File: src/rtl/vga_frame_reader_pkg.sv
// Shared video definitions.
// The raster timing constants are plain macros so the VGA controller and the
// frame reader agree on one set of numbers; the package re-exports them as
// typed defaults plus the window placement and a small range helper.
`ifndef VGA_TIMING_DEFS
`define VGA_TIMING_DEFS
`define VGA_H_VIS  640
`define VGA_H_FP   16
`define VGA_H_SYNC 96
`define VGA_H_BP   48
`define VGA_V_VIS  480
`define VGA_V_FP   10
`define VGA_V_SYNC 2
`define VGA_V_BP   33
`endif

package vga_frame_reader_pkg;

  localparam int H_VIS_DEF  = `VGA_H_VIS;
  localparam int H_FP_DEF   = `VGA_H_FP;
  localparam int H_SYNC_DEF = `VGA_H_SYNC;
  localparam int H_BP_DEF   = `VGA_H_BP;
  localparam int V_VIS_DEF  = `VGA_V_VIS;
  localparam int V_FP_DEF   = `VGA_V_FP;
  localparam int V_SYNC_DEF = `VGA_V_SYNC;
  localparam int V_BP_DEF   = `VGA_V_BP;

  localparam int WIN_X0_DEF = 192;
  localparam int WIN_Y0_DEF = 112;
  // Window edge is tied to the 8-bit column/row address fields.
  localparam int WIN_SIZE   = 256;

  localparam logic [2:0] RGB_BLACK = 3'b000;

  // Unregistered sync/visibility for the pixel the counters currently hold.
  typedef struct packed {
    logic hs;   // active low
    logic vs;   // active low
    logic vis;  // inside the 640x480 active area
  } raw_sync_t;

  // Inclusive range test on 10-bit raster coordinates.
  function automatic logic inRange(input logic [9:0] val,
                                   input logic [9:0] lo,
                                   input logic [9:0] hi);
    return (val >= lo) && (val <= hi);
  endfunction

endpackage

File: src/rtl/vga_frame_reader_if.sv
// Video RAM read port used by the frame reader.
// There is no valid/ready pair on this bus: the reader presents an address
// every pixel and the RAM returns the data one Clock later with a fixed
// latency. The reader never stalls and the RAM can never back-pressure it.
//   oReadAddress : {column[7:0], row[7:0]}, driven by the reader (master)
//   iReadData    : {R,G,B}, driven by the RAM (slave)
interface vga_frame_reader_if;
  logic [15:0] oReadAddress;
  logic [2:0]  iReadData;

  modport master (output oReadAddress, input iReadData);
  modport slave  (input oReadAddress, output iReadData);
endinterface

File: src/rtl/vga_frame_reader_timing.sv
// vga_timing_gen: raster timing core.
// A phase flop divides Clock by two; the h/v counters step on every edge where
// phase==1, so each pixel lasts two Clocks.
// Ports:
//   Clock, Reset      : system clock, async active-high reset
//   oPixelEdge        : high when the next Clock edge is a pixel step (phase)
//   oHcounter/oVcounter : current raster position
//   oHnext/oVnext     : position the counters take on the next pixel step
//   oFrameStart       : one-Clock pulse after the counters wrap to (0,0)
//   oRaw              : unregistered hs/vs/vis for the current position
module vga_timing_gen
  import vga_frame_reader_pkg::*;
#(
  parameter int H_VIS  = H_VIS_DEF,
  parameter int H_FP   = H_FP_DEF,
  parameter int H_SYNC = H_SYNC_DEF,
  parameter int H_BP   = H_BP_DEF,
  parameter int V_VIS  = V_VIS_DEF,
  parameter int V_FP   = V_FP_DEF,
  parameter int V_SYNC = V_SYNC_DEF,
  parameter int V_BP   = V_BP_DEF
) (
  input  logic       Clock,
  input  logic       Reset,
  output logic       oPixelEdge,
  output logic [9:0] oHcounter,
  output logic [9:0] oVcounter,
  output logic [9:0] oHnext,
  output logic [9:0] oVnext,
  output logic       oFrameStart,
  output raw_sync_t  oRaw
);

  localparam logic [9:0] H_LAST   = 10'(H_VIS + H_FP + H_SYNC + H_BP - 1);
  localparam logic [9:0] V_LAST   = 10'(V_VIS + V_FP + V_SYNC + V_BP - 1);
  localparam logic [9:0] HS_START = 10'(H_VIS + H_FP);
  localparam logic [9:0] HS_END   = 10'(H_VIS + H_FP + H_SYNC - 1);
  localparam logic [9:0] VS_START = 10'(V_VIS + V_FP);
  localparam logic [9:0] VS_END   = 10'(V_VIS + V_FP + V_SYNC - 1);
  localparam logic [9:0] H_VIS_V  = 10'(H_VIS);
  localparam logic [9:0] V_VIS_V  = 10'(V_VIS);

  logic       phase;
  logic [9:0] hCount;
  logic [9:0] vCount;
  logic [9:0] hNext;
  logic [9:0] vNext;
  logic       hWrap;
  logic       vWrap;
  logic       frameStart;

  always_comb begin
    hWrap = (hCount == H_LAST);
    vWrap = (vCount == V_LAST);
    hNext = hWrap ? 10'd0 : hCount + 10'd1;
    vNext = vCount;
    if (hWrap) begin
      vNext = vWrap ? 10'd0 : vCount + 10'd1;
    end
  end

  always_ff @(posedge Clock or posedge Reset) begin
    if (Reset) begin
      phase      <= 1'b0;
      hCount     <= '0;
      vCount     <= '0;
      frameStart <= 1'b0;
    end else begin
      phase      <= ~phase;
      // Pulse is only ever set on a pixel step, so it lasts a single Clock.
      frameStart <= 1'b0;
      if (phase) begin
        hCount     <= hNext;
        vCount     <= vNext;
        frameStart <= hWrap && vWrap;
      end
    end
  end

  always_comb begin
    oRaw.hs  = !inRange(hCount, HS_START, HS_END);
    oRaw.vs  = !inRange(vCount, VS_START, VS_END);
    oRaw.vis = (hCount < H_VIS_V) && (vCount < V_VIS_V);
  end

  assign oPixelEdge  = phase;
  assign oHcounter   = hCount;
  assign oVcounter   = vCount;
  assign oHnext      = hNext;
  assign oVnext      = vNext;
  assign oFrameStart = frameStart;

endmodule

File: src/rtl/vga_frame_reader.sv
// vga_frame_reader: scans the 256x256x3 video RAM out as 640x480@60 VGA.
// A 256x256 window at (WIN_X0, WIN_Y0) shows RAM data; other visible pixels
// show iBorderColor; blanking is always black.
// Ports:
//   Clock, Reset   : system clock, async active-high reset
//   iEnable        : 1 = window shows RAM data, 0 = window shows border colour
//   iBorderColor   : {R,G,B} for visible pixels outside the window
//   ram            : video RAM read port (address out, data in one Clock later)
//   oVGA_RGB       : {R,G,B} to pins
//   oHsync, oVsync : active-low syncs
//   oHcounter/oVcounter : raster position
//   oFrameStart    : one-Clock pulse at each frame start
// Pipeline: the read address for a pixel is registered together with the
// counters (stage 0); on the next pixel step the RAM data, syncs and colour
// are registered (stage 1), so all pin outputs lag the counters by one pixel.
module vga_frame_reader
  import vga_frame_reader_pkg::*;
#(
  parameter int H_VIS  = H_VIS_DEF,
  parameter int H_FP   = H_FP_DEF,
  parameter int H_SYNC = H_SYNC_DEF,
  parameter int H_BP   = H_BP_DEF,
  parameter int V_VIS  = V_VIS_DEF,
  parameter int V_FP   = V_FP_DEF,
  parameter int V_SYNC = V_SYNC_DEF,
  parameter int V_BP   = V_BP_DEF,
  parameter int WIN_X0 = WIN_X0_DEF,
  parameter int WIN_Y0 = WIN_Y0_DEF
) (
  input  logic               Clock,
  input  logic               Reset,
  input  logic               iEnable,
  input  logic [2:0]         iBorderColor,
  vga_frame_reader_if.master ram,
  output logic [2:0]         oVGA_RGB,
  output logic               oHsync,
  output logic               oVsync,
  output logic [9:0]         oHcounter,
  output logic [9:0]         oVcounter,
  output logic               oFrameStart
);

  localparam logic [9:0] WX0 = 10'(WIN_X0);
  localparam logic [9:0] WX1 = 10'(WIN_X0 + WIN_SIZE - 1);
  localparam logic [9:0] WY0 = 10'(WIN_Y0);
  localparam logic [9:0] WY1 = 10'(WIN_Y0 + WIN_SIZE - 1);

  logic       pixelEdge;
  logic [9:0] hNext;
  logic [9:0] vNext;
  raw_sync_t  raw;

  vga_timing_gen #(
    .H_VIS(H_VIS), .H_FP(H_FP), .H_SYNC(H_SYNC), .H_BP(H_BP),
    .V_VIS(V_VIS), .V_FP(V_FP), .V_SYNC(V_SYNC), .V_BP(V_BP)
  ) u_timing (
    .Clock       (Clock),
    .Reset       (Reset),
    .oPixelEdge  (pixelEdge),
    .oHcounter   (oHcounter),
    .oVcounter   (oVcounter),
    .oHnext      (hNext),
    .oVnext      (vNext),
    .oFrameStart (oFrameStart),
    .oRaw        (raw)
  );

  // Stage 0 looks at the position the counters are about to take, so the
  // registered address lines up with the registered counters.
  logic       hitNext;
  logic [7:0] colOfs;
  logic [7:0] rowOfs;

  assign hitNext = inRange(hNext, WX0, WX1) && inRange(vNext, WY0, WY1);
  assign colOfs  = 8'(hNext - WX0);
  assign rowOfs  = 8'(vNext - WY0);

  logic [15:0] readAddress;
  logic        inWin;      // window hit for the current counter position
  logic [2:0]  rgb;
  logic        hsync;
  logic        vsync;

  always_ff @(posedge Clock or posedge Reset) begin
    if (Reset) begin
      readAddress <= '0;
      inWin       <= 1'b0;
      rgb         <= RGB_BLACK;
      hsync       <= 1'b1;
      vsync       <= 1'b1;
    end else if (pixelEdge) begin
      readAddress <= hitNext ? {colOfs, rowOfs} : 16'h0000;
      inWin       <= hitNext;
      hsync       <= raw.hs;
      vsync       <= raw.vs;
      if (!raw.vis) begin
        rgb <= RGB_BLACK;
      end else if (inWin && iEnable) begin
        rgb <= ram.iReadData;
      end else begin
        rgb <= iBorderColor;
      end
    end
  end

  assign ram.oReadAddress = readAddress;
  assign oVGA_RGB         = rgb;
  assign oHsync           = hsync;
  assign oVsync           = vsync;

endmodule
File: src/flat_wrapper.sv
// flat-port wrapper written by rule: the top's interface ports become plain ports
module vga_frame_reader_flat import vga_frame_reader_pkg::*;
#(
  parameter int H_VIS  = H_VIS_DEF,
  parameter int H_FP   = H_FP_DEF,
  parameter int H_SYNC = H_SYNC_DEF,
  parameter int H_BP   = H_BP_DEF,
  parameter int V_VIS  = V_VIS_DEF,
  parameter int V_FP   = V_FP_DEF,
  parameter int V_SYNC = V_SYNC_DEF,
  parameter int V_BP   = V_BP_DEF,
  parameter int WIN_X0 = WIN_X0_DEF,
  parameter int WIN_Y0 = WIN_Y0_DEF
)
  (Clock, Reset, iEnable, iBorderColor, oVGA_RGB, oHsync, oVsync, oHcounter, oVcounter, oFrameStart, ram_oReadAddress, ram_iReadData);
  vga_frame_reader_if ram_i ();
  input  logic Clock;
  input  logic Reset;
  input  logic iEnable;
  input  logic [2:0] iBorderColor;
  output logic [2:0] oVGA_RGB;
  output logic oHsync;
  output logic oVsync;
  output logic [9:0] oHcounter;
  output logic [9:0] oVcounter;
  output logic oFrameStart;
  output wire logic [$bits(ram_i.oReadAddress)-1:0] ram_oReadAddress;
  input wire logic [$bits(ram_i.iReadData)-1:0] ram_iReadData;
  assign ram_oReadAddress = ram_i.oReadAddress;
  assign ram_i.iReadData = ram_iReadData;
  vga_frame_reader #(.H_VIS(H_VIS), .H_FP(H_FP), .H_SYNC(H_SYNC), .H_BP(H_BP), .V_VIS(V_VIS), .V_FP(V_FP), .V_SYNC(V_SYNC), .V_BP(V_BP), .WIN_X0(WIN_X0), .WIN_Y0(WIN_Y0)) u_core (.Clock(Clock), .Reset(Reset), .iEnable(iEnable), .iBorderColor(iBorderColor), .ram(ram_i), .oVGA_RGB(oVGA_RGB), .oHsync(oHsync), .oVsync(oVsync), .oHcounter(oHcounter), .oVcounter(oVcounter), .oFrameStart(oFrameStart));
endmodule
File: config.mk
export PLATFORM = sky130hd
export DESIGN_NAME = vga_frame_reader_flat
export DESIGN_NICKNAME = d
export VERILOG_FILES = /design/src/rtl/vga_frame_reader_pkg.sv /design/src/rtl/vga_frame_reader_if.sv /design/src/rtl/vga_frame_reader_timing.sv /design/src/rtl/vga_frame_reader.sv /design/src/flat_wrapper.sv
export SDC_FILE = /design/constraint.sdc
export NUM_CORES = 1
export LEC_CHECK = 0
export ABC_CLOCK_PERIOD_IN_PS = 3300
export CORE_ASPECT_RATIO = 0.8
export CORE_MARGIN = 2
export CORE_UTILIZATION = 52
export CTS_CLUSTER_DIAMETER = 100
export CTS_CLUSTER_SIZE = 30
export DETAILED_ROUTE_END_ITERATION = 10
export PLACE_DENSITY_LB_ADDON = 0.3
export SLEW_MARGIN = 5
export SYNTH_ARGS = -nofsm -noshare
export SYNTH_HDL_FRONTEND = slang
export SYNTH_SLANG_ARGS = --single-unit
File: constraint.sdc
create_clock -name Clock -period 3.3 [get_ports Clock]
set_input_delay 0.495 -clock Clock [delete_from_list [all_inputs] [get_ports Clock]]
set_output_delay 0.495 -clock Clock [all_outputs]
set_load 0.005 [all_outputs]
==> flow_summary.toml, run 1 <==
[sta]
tns_ps = 0
hold_violations = 0
maxSlewHeadroom_pct = 55.14
worstMarginPinSlew_ps = 668.8
fin_skew_ps = 8.112
rsz0062_at_grt = "false"
fmax_mhz = 321.9
finalMaxSlewViolations = 0
fin_crit_ps = 3106
setup_violations = 0
finalCritPeriodShare_pct = 94.14

[grt]
grt_pass1_vias = 2100
grt.overflow.total = 0
grt_util_all_layers_pct = 22.42
grt_first_pass_wirelength_mm = 10.24
antenna_found_initial = 0
grt_max_degree = 40

[worst_setup_path]
cp-start-kind = "flip-flop"
end_kind = "flip-flop"
crit_type = "flip-flop to flip-flop"
required_ps = 3500
worstPathMaxFanout = 17
cp.arrival_ps = 3310

[clocking]
cts_num_sinks = 44
htree_levels = 2
clockBufferDepth = 2
clk_latency_ps = 300
path_clk_slew_ps = 90
cts_tree = "built"
root_buffer = "clkbuf_8"
cts_buffers = 5

[logic_synthesis]
synth_area_um2 = 2733
ys_types = 58
synth_fa_ha_area_share_pct = 4.945
synth_top_area_cell = "dfrtp_1"
synth_commonest_cells = "dfrtp_1 (42), nand2_1 (30), o21ai_0 (20), o2bb2ai_1 (16)"
synth-xor-area-share_pct = 6.410
avgSynthCellArea_um2 = 9.622
synthTopCellsByArea = "dfrtp_1 (38%), o2bb2ai_1 (5.1%), xnor2_1 (4.8%), ha_1 (4.6%), nand2_1 (4.1%)"
synthSimpleGateAreaFrac_pct = 23.53
synth_top_area_share_pct = 38.46
synth-edff-count = 0
synth-async-reset-ratio_pct = 100.0
syn_inst = 284
synth_nets = 303
ys_warn_count = 0
synth_ff_type = "dfrtp_1"
synth_top_family_by_area = "simple AND/OR/NAND/NOR gates"
synth_compound_area_share_pct = 16.30
muxShareOfSynthArea_pct = 2.335
seq_area_frac_synth_pct = 40.38
synth-seq-cells = 44
yosysMostFrequentCell = "dfrtp_1"

[power]
ir_worst_vdd_mv = 0.2428
switching_share_pct = 20.80
seqPwrFrac_pct = 53.5
p_per_area_nw_per_um2 = 295.7
power_uw = 1012
leakagePower_uw = 0.001476
clkPwrFrac_pct = 43.8
share_comb_of_total_power_pct = 2.6
p_switching_uw = 210.5
p_int_uw = 801.7

[route]
drt_iter0_markers = 179
met1_length_mm = 3.041
top_layer = "met4"
wl_met2_mm = 2.887
post-route-drc-count = 0
drt-total-wl_mm = 6.376
wl_per_cell_um = 16.22
detail-route-antenna-nets = 0
firstDrtPassIters = 5
wl_met3_um = 367
viasPerCell = 5.888
num_vias = 2314

[layout]
final_util_pct = 67.98
drive_gt1_share_pct = 12.39
diodes = 0
area_growth_pct = 25.27
nets = 349
multi_input_area_um2 = 1465
fillCellCount = 389
ff_latch_area_um2 = 1104

[placed_design]
io_buffers = 50
place.gp.congestion = 0.8798
post-dp-hpwl_mm = 4.486

[hold_path]
hold_path_class = "flip-flop to flip-flop"

[floorplan]
die_w_um = 85.05
initial_core_util_pct = 54.26
core_um2 = 5036
dieArea_um2 = 5855
num_rows = 23
die_h_um = 68.84
ioPinCount = 51

[outcome]
status = "finished clean"

[run]
drv_cap = 0
## routing by layer
layer  vias up  GRT usage [%]
met5         -              0
met4         0          6.944
met3        11          4.405
met2        83          35.35
met1      1107          31.59
li1       1113              -
## registers in the layout, indices dropped and copies added (netlist names)
signal	cells
u_core.inWin	1
u_core.u_timing.oFrameStart	1
u_core.oVGA_RGB	3
u_core.u_timing.oPixelEdge	1
u_core.ram.oReadAddress	16
u_core.oHsync	1
u_core.u_timing.oHcounter	10
u_core.u_timing.oVcounter	10
u_core.oVsync	1
## worst paths after layout
kind                       cells past startpoint  slack (ps)                         start                          end
min                                            1         490            u_core.oVGA_RGB[0]           u_core.oVGA_RGB[0]
min reg2reg                                    1         490            u_core.oVGA_RGB[0]           u_core.oVGA_RGB[0]
min in group asynchronous                      2         510                         Reset   u_core.ram.oReadAddress[6]
max reg2reg                                   12         190  u_core.u_timing.oVcounter[1]  u_core.ram.oReadAddress[15]
max                                           12         190  u_core.u_timing.oVcounter[1]  u_core.ram.oReadAddress[15]
max in group asynchronous                      3        2020                         Reset                u_core.oHsync
## power by group through the flow
stage / registers (uW) / clock network, uW / logic, uW
after global routing: 542 / 474 / 30.5
after floorplan: 552 / 0 / 9.84
after global placement: 552 / 0 / 27.4
after detailed placement: 552 / 0 / 28.0
after CTS: 542 / 454 / 27.9
final: 542 / 444 / 26.8
## cells in the final DEF, fill, tap and decap left out, drive strengths merged, types with 3 or more instances in the layout
master,instances
clkdlybuf4s50,50
dfrtp,42
nand2,30
o21ai,20
o2bb2ai,18
xnor2,15
nand3,14
buf,13
nand4,11
inv,10
ha,10
nor2,9
clkbuf,6
nor3,6
nor4,6
a21oi,5
xor2,5
nor2b,5
nand2b,4
and3,3
mux2,3
mux2i,3
clkinv,3
nand4b,3
and4,3
o22ai,3
## critical path, stage by stage (launching register included)
cell	delay [ps]
dfrtp_1	490
inv_1	150
ha_1	150
nand4b_1	80
and4bb_2	430
o21ai_0	210
ha_1	300
and3b_2	220
o31a_1	300
o22ai_2	160
nand4b_4	130
buf_12	170
o31ai_1	200
## cells by family (layout without fill, tap and decap cells)
family | after synthesis | count (layout)
flops | 44 | 44
xor+xnor | 20 | 20
buf+inv | 36 | 83
compound gates | 61 | 61
fa+ha+maj | 11 | 11
mux | 6 | 6
simple gates | 106 | 106
## per-stage QoR
step / area, um^2 / cells / worst slack, ps / hold WS, ps
final: 3423 / 393 / 193.5 / 489.7
after global routing: 3423 / 393 / 30.03 / 508.5
after CTS: 3401 / 392 / 123.3 / 496.9
after detailed placement: 3279 / 384 / 188.6 / 472.6
after global placement: 3279 / 384 / 316.1 / 473.9
after floorplan: 2733 / 284 / 468.3 / 452.9
## cell type report
cell class | count | area share (%)
multi-input combinational | 204 | 42.80
tap | 62 | 2.266
clock buffer | 6 | 2.412
clock inverter | 2 | 1.133
inverter | 12 | 1.316
sequential | 44 | 32.24
timing repair buffer | 63 | 17.84
## timing repair
| item | in CTS | in global routing |
|---|---|---|
| hold buffers | 0 | 0 |
| endpoints found under the hold margin | 0 | 0 |
| buffers inserted | 0 | 1 |
| setup endpoints to repair | 0 | 17 |
| resized for setup | 0 | 1 |
Note: power is estimated with default switching activity, not from simulation.
==> run 2: changes to the inputs <==
Settings changed: ABC_CLOCK_PERIOD_IN_PS 3300 to unset.
==> results of run 2 <==
No change in the layout: final DEF, timing and power equal those of run 1.
==> run 3: changes to the inputs <==
Settings changed: ABC_AREA set to 1, CORE_UTILIZATION 52 to 53.
==> flow_summary.toml, run 3 <==
[logic_synthesis]
synth_top_family_by_area = "simple AND/OR/NAND/NOR gates"
synth-xor-area-share_pct = 0.9464
synthTopCellsByArea = "dfrtp_1 (38%), nand2_1 (18%), inv_1 (5.4%), nor2_1 (5.1%), ha_1 (4.5%)"
syn_inst = 382
synth_fa_ha_area_share_pct = 4.507
avgSynthCellArea_um2 = 7.268
synth-async-reset-ratio_pct = 100.0
synth_area_um2 = 2776
yosysMostFrequentCell = "nand2_1"
ys_types = 36
synth_top_area_share_pct = 37.85
synthSimpleGateAreaFrac_pct = 34.61
muxShareOfSynthArea_pct = 0
synth_top_area_cell = "dfrtp_1"
synth-edff-count = 0
synth_ff_type = "dfrtp_1"
synth_commonest_cells = "nand2_1 (132), dfrtp_1 (42), inv_1 (40), nor2_1 (38), o21ai_0 (23)"
ys_warn_count = 0
synth_nets = 401
synth-seq-cells = 44
synth_compound_area_share_pct = 11.81
seq_area_frac_synth_pct = 39.75

[worst_setup_path]
required_ps = 3480
worstPathMaxFanout = 12
cpPeakStageDelay_ps = 420
path_buf_inv = 0
end_kind = "flip-flop"
critPathSlowestCell = "dfrtp_1"
critPathTopFamily = "simple AND/OR/NAND/NOR gates"
crit_type = "flip-flop to flip-flop"
crit_chain = "ha_1 -> nand2_2 -> nor2_4 -> nand3_2 -> nand2_1 -> a21boi_1 -> ha_1 -> nand3_1 -> nor2_1 -> nand2_1 -> nand2_2 -> nand2_4 -> nand2_4 -> o21ai_0"
cp-start-kind = "flip-flop"
cp.arrival_ps = 2980

[clocking]
cts_tree = "built"
ctsHoldBuffers = 0
post_cts.repair.setup_buffers = 0
cts_buffers = 5
root_buffer = "clkbuf_8"
path_clk_slew_ps = 80
htree_levels = 2
cts-resized-gates = 0
clk_latency_ps = 300
clockBufferDepth = 2
cts_num_sinks = 44

[power]
leakagePower_uw = 0.001593
power_uw = 923.6
ir_worst_vdd_mv = 0.1905
switching_share_pct = 21.51
p_per_area_nw_per_um2 = 272.0
clkPwrFrac_pct = 38.5
p_switching_uw = 198.7
seqPwrFrac_pct = 58.6
share_comb_of_total_power_pct = 2.9
p_int_uw = 724.9

[route]
firstDrtPassIters = 5
drt_iter0_markers = 150
drt-total-wl_mm = 6.640
post-route-drc-count = 0
detail-route-antenna-nets = 0
num_vias = 2667
viasPerCell = 5.410
wl_per_cell_um = 13.47

[placed_design]
io_buffers = 50
dp_cells = 485
place.gp.congestion = 0.9840
post-dp-hpwl_mm = 4.817

[sta]
maxSlewHeadroom_pct = 27.59
tns_ps = 0
fin_skew_ps = 4.174
fin_crit_ps = 2797
rsz0062_at_grt = "false"
finalMaxSlewViolations = 0
hold_violations = 0
setup_violations = 0
fmax_mhz = 357.5
finalCritPeriodShare_pct = 84.76
hold_ws_ps = 483.0
worstMarginPinSlew_ps = 1059

[layout]
mostFrequentLayoutCells = "nand2_1 (132), clkdlybuf4s50_1 (50), dfrtp_1 (42), inv_1 (39), nor2_1 (38)"
area_growth_pct = 22.31
diodes = 0
layout.cells.most_common = "nand2_1"
multi_input_area_um2 = 1440
fin_cells = 493
fillCellCount = 423
largest_reg_flops = 16
nets = 449
ff_latch_area_um2 = 1104
drive_gt1_share_pct = 9.513

[grt]
antenna_found_initial = 0
grt_pass1_vias = 2434
grt_first_pass_wirelength_mm = 11.16
grt.overflow.total = 0
grt_max_degree = 32
grt_util_all_layers_pct = 24.48

[hold_path]
hold_path_class = "flip-flop to flip-flop"

[floorplan]
core_um2 = 5036
ioPinCount = 51
num_rows = 23
initial_core_util_pct = 55.13
die_h_um = 68.74
die_w_um = 84.92
dieArea_um2 = 5837

[outcome]
status = "finished clean"

[run]
drv_cap = 0
run 3: worst paths after layout:
path / from / to / slack, ps / cells past startpoint
hold / removal: u_core.ram.oReadAddress[12] / u_core.ram.oReadAddress[12] / 480 / 2
hold reg to reg: u_core.ram.oReadAddress[12] / u_core.ram.oReadAddress[12] / 480 / 2
min in group asynchronous: Reset / u_core.ram.oReadAddress[3] / 560 / 2
setup / recovery: u_core.u_timing.oHcounter[1] / u_core.ram.oReadAddress[13] / 500 / 14
setup reg to reg: u_core.u_timing.oHcounter[1] / u_core.ram.oReadAddress[13] / 500 / 14
max in group asynchronous: Reset / u_core.u_timing.oHcounter[9] / 2040 / 3
run 3: logic make-up (layout without fill, tap and decap cells):
family | Yosys count | after routing
fa+ha+maj | 10 | 10
compound gates | 49 | 49
simple gates | 221 | 221
flops | 44 | 44
buf+inv | 55 | 104
xor+xnor | 3 | 3
run 3: area by class of cell:
type,instances,area share [%]
Multi-Input combinational cell,283,42.41
Timing Repair Buffer,53,15.40
Clock buffer,8,2.653
Tap cell,62,2.284
Sequential cell,44,32.50
Inverter,43,4.753
run 3: through the flow:
stage,instance area (um^2),utilization [%],setup WS (ps)
after floorplan,2776,-,879.2
after global placement,3306,65.64,717.7
after detailed placement,3306,65.64,577.5
after CTS,3396,67.43,548.2
after global routing,3396,67.43,273.9
final,3396,67.43,502.8
run 3: power by group through the flow:
stage / Clock [uW] / Sequential, uW / Combinational [uW]
floorplan: 0 / 552 / 9.83
global placement: 0 / 552 / 27.2
detailed placement: 0 / 552 / 27.5
CTS: 362 / 542 / 27.9
global route: 379 / 542 / 30.3
finish: 356 / 541 / 26.6
run 3: per-layer routing:
| layer | global-route usage [%] | part of all wire (%) |
|---|---|---|
| met5 | 0 | 0 |
| met4 | 10.52 | 2.0 |
| met3 | 4.405 | 6.4 |
| met2 | 38.48 | 45 |
| met1 | 33.78 | 47 |
run 3: worst reg2reg max path, cell delays in order (launching register included):
cell and delay (ps):
dfrtp_1 420, ha_1 260, nand2_2 90, nor2_4 170
nand3_2 250, nand2_1 110, a21boi_1 360, ha_1 260
nand3_1 110, nor2_1 100, nand2_1 70, nand2_2 80
nand2_4 80, nand2_4 200, o21ai_0 120
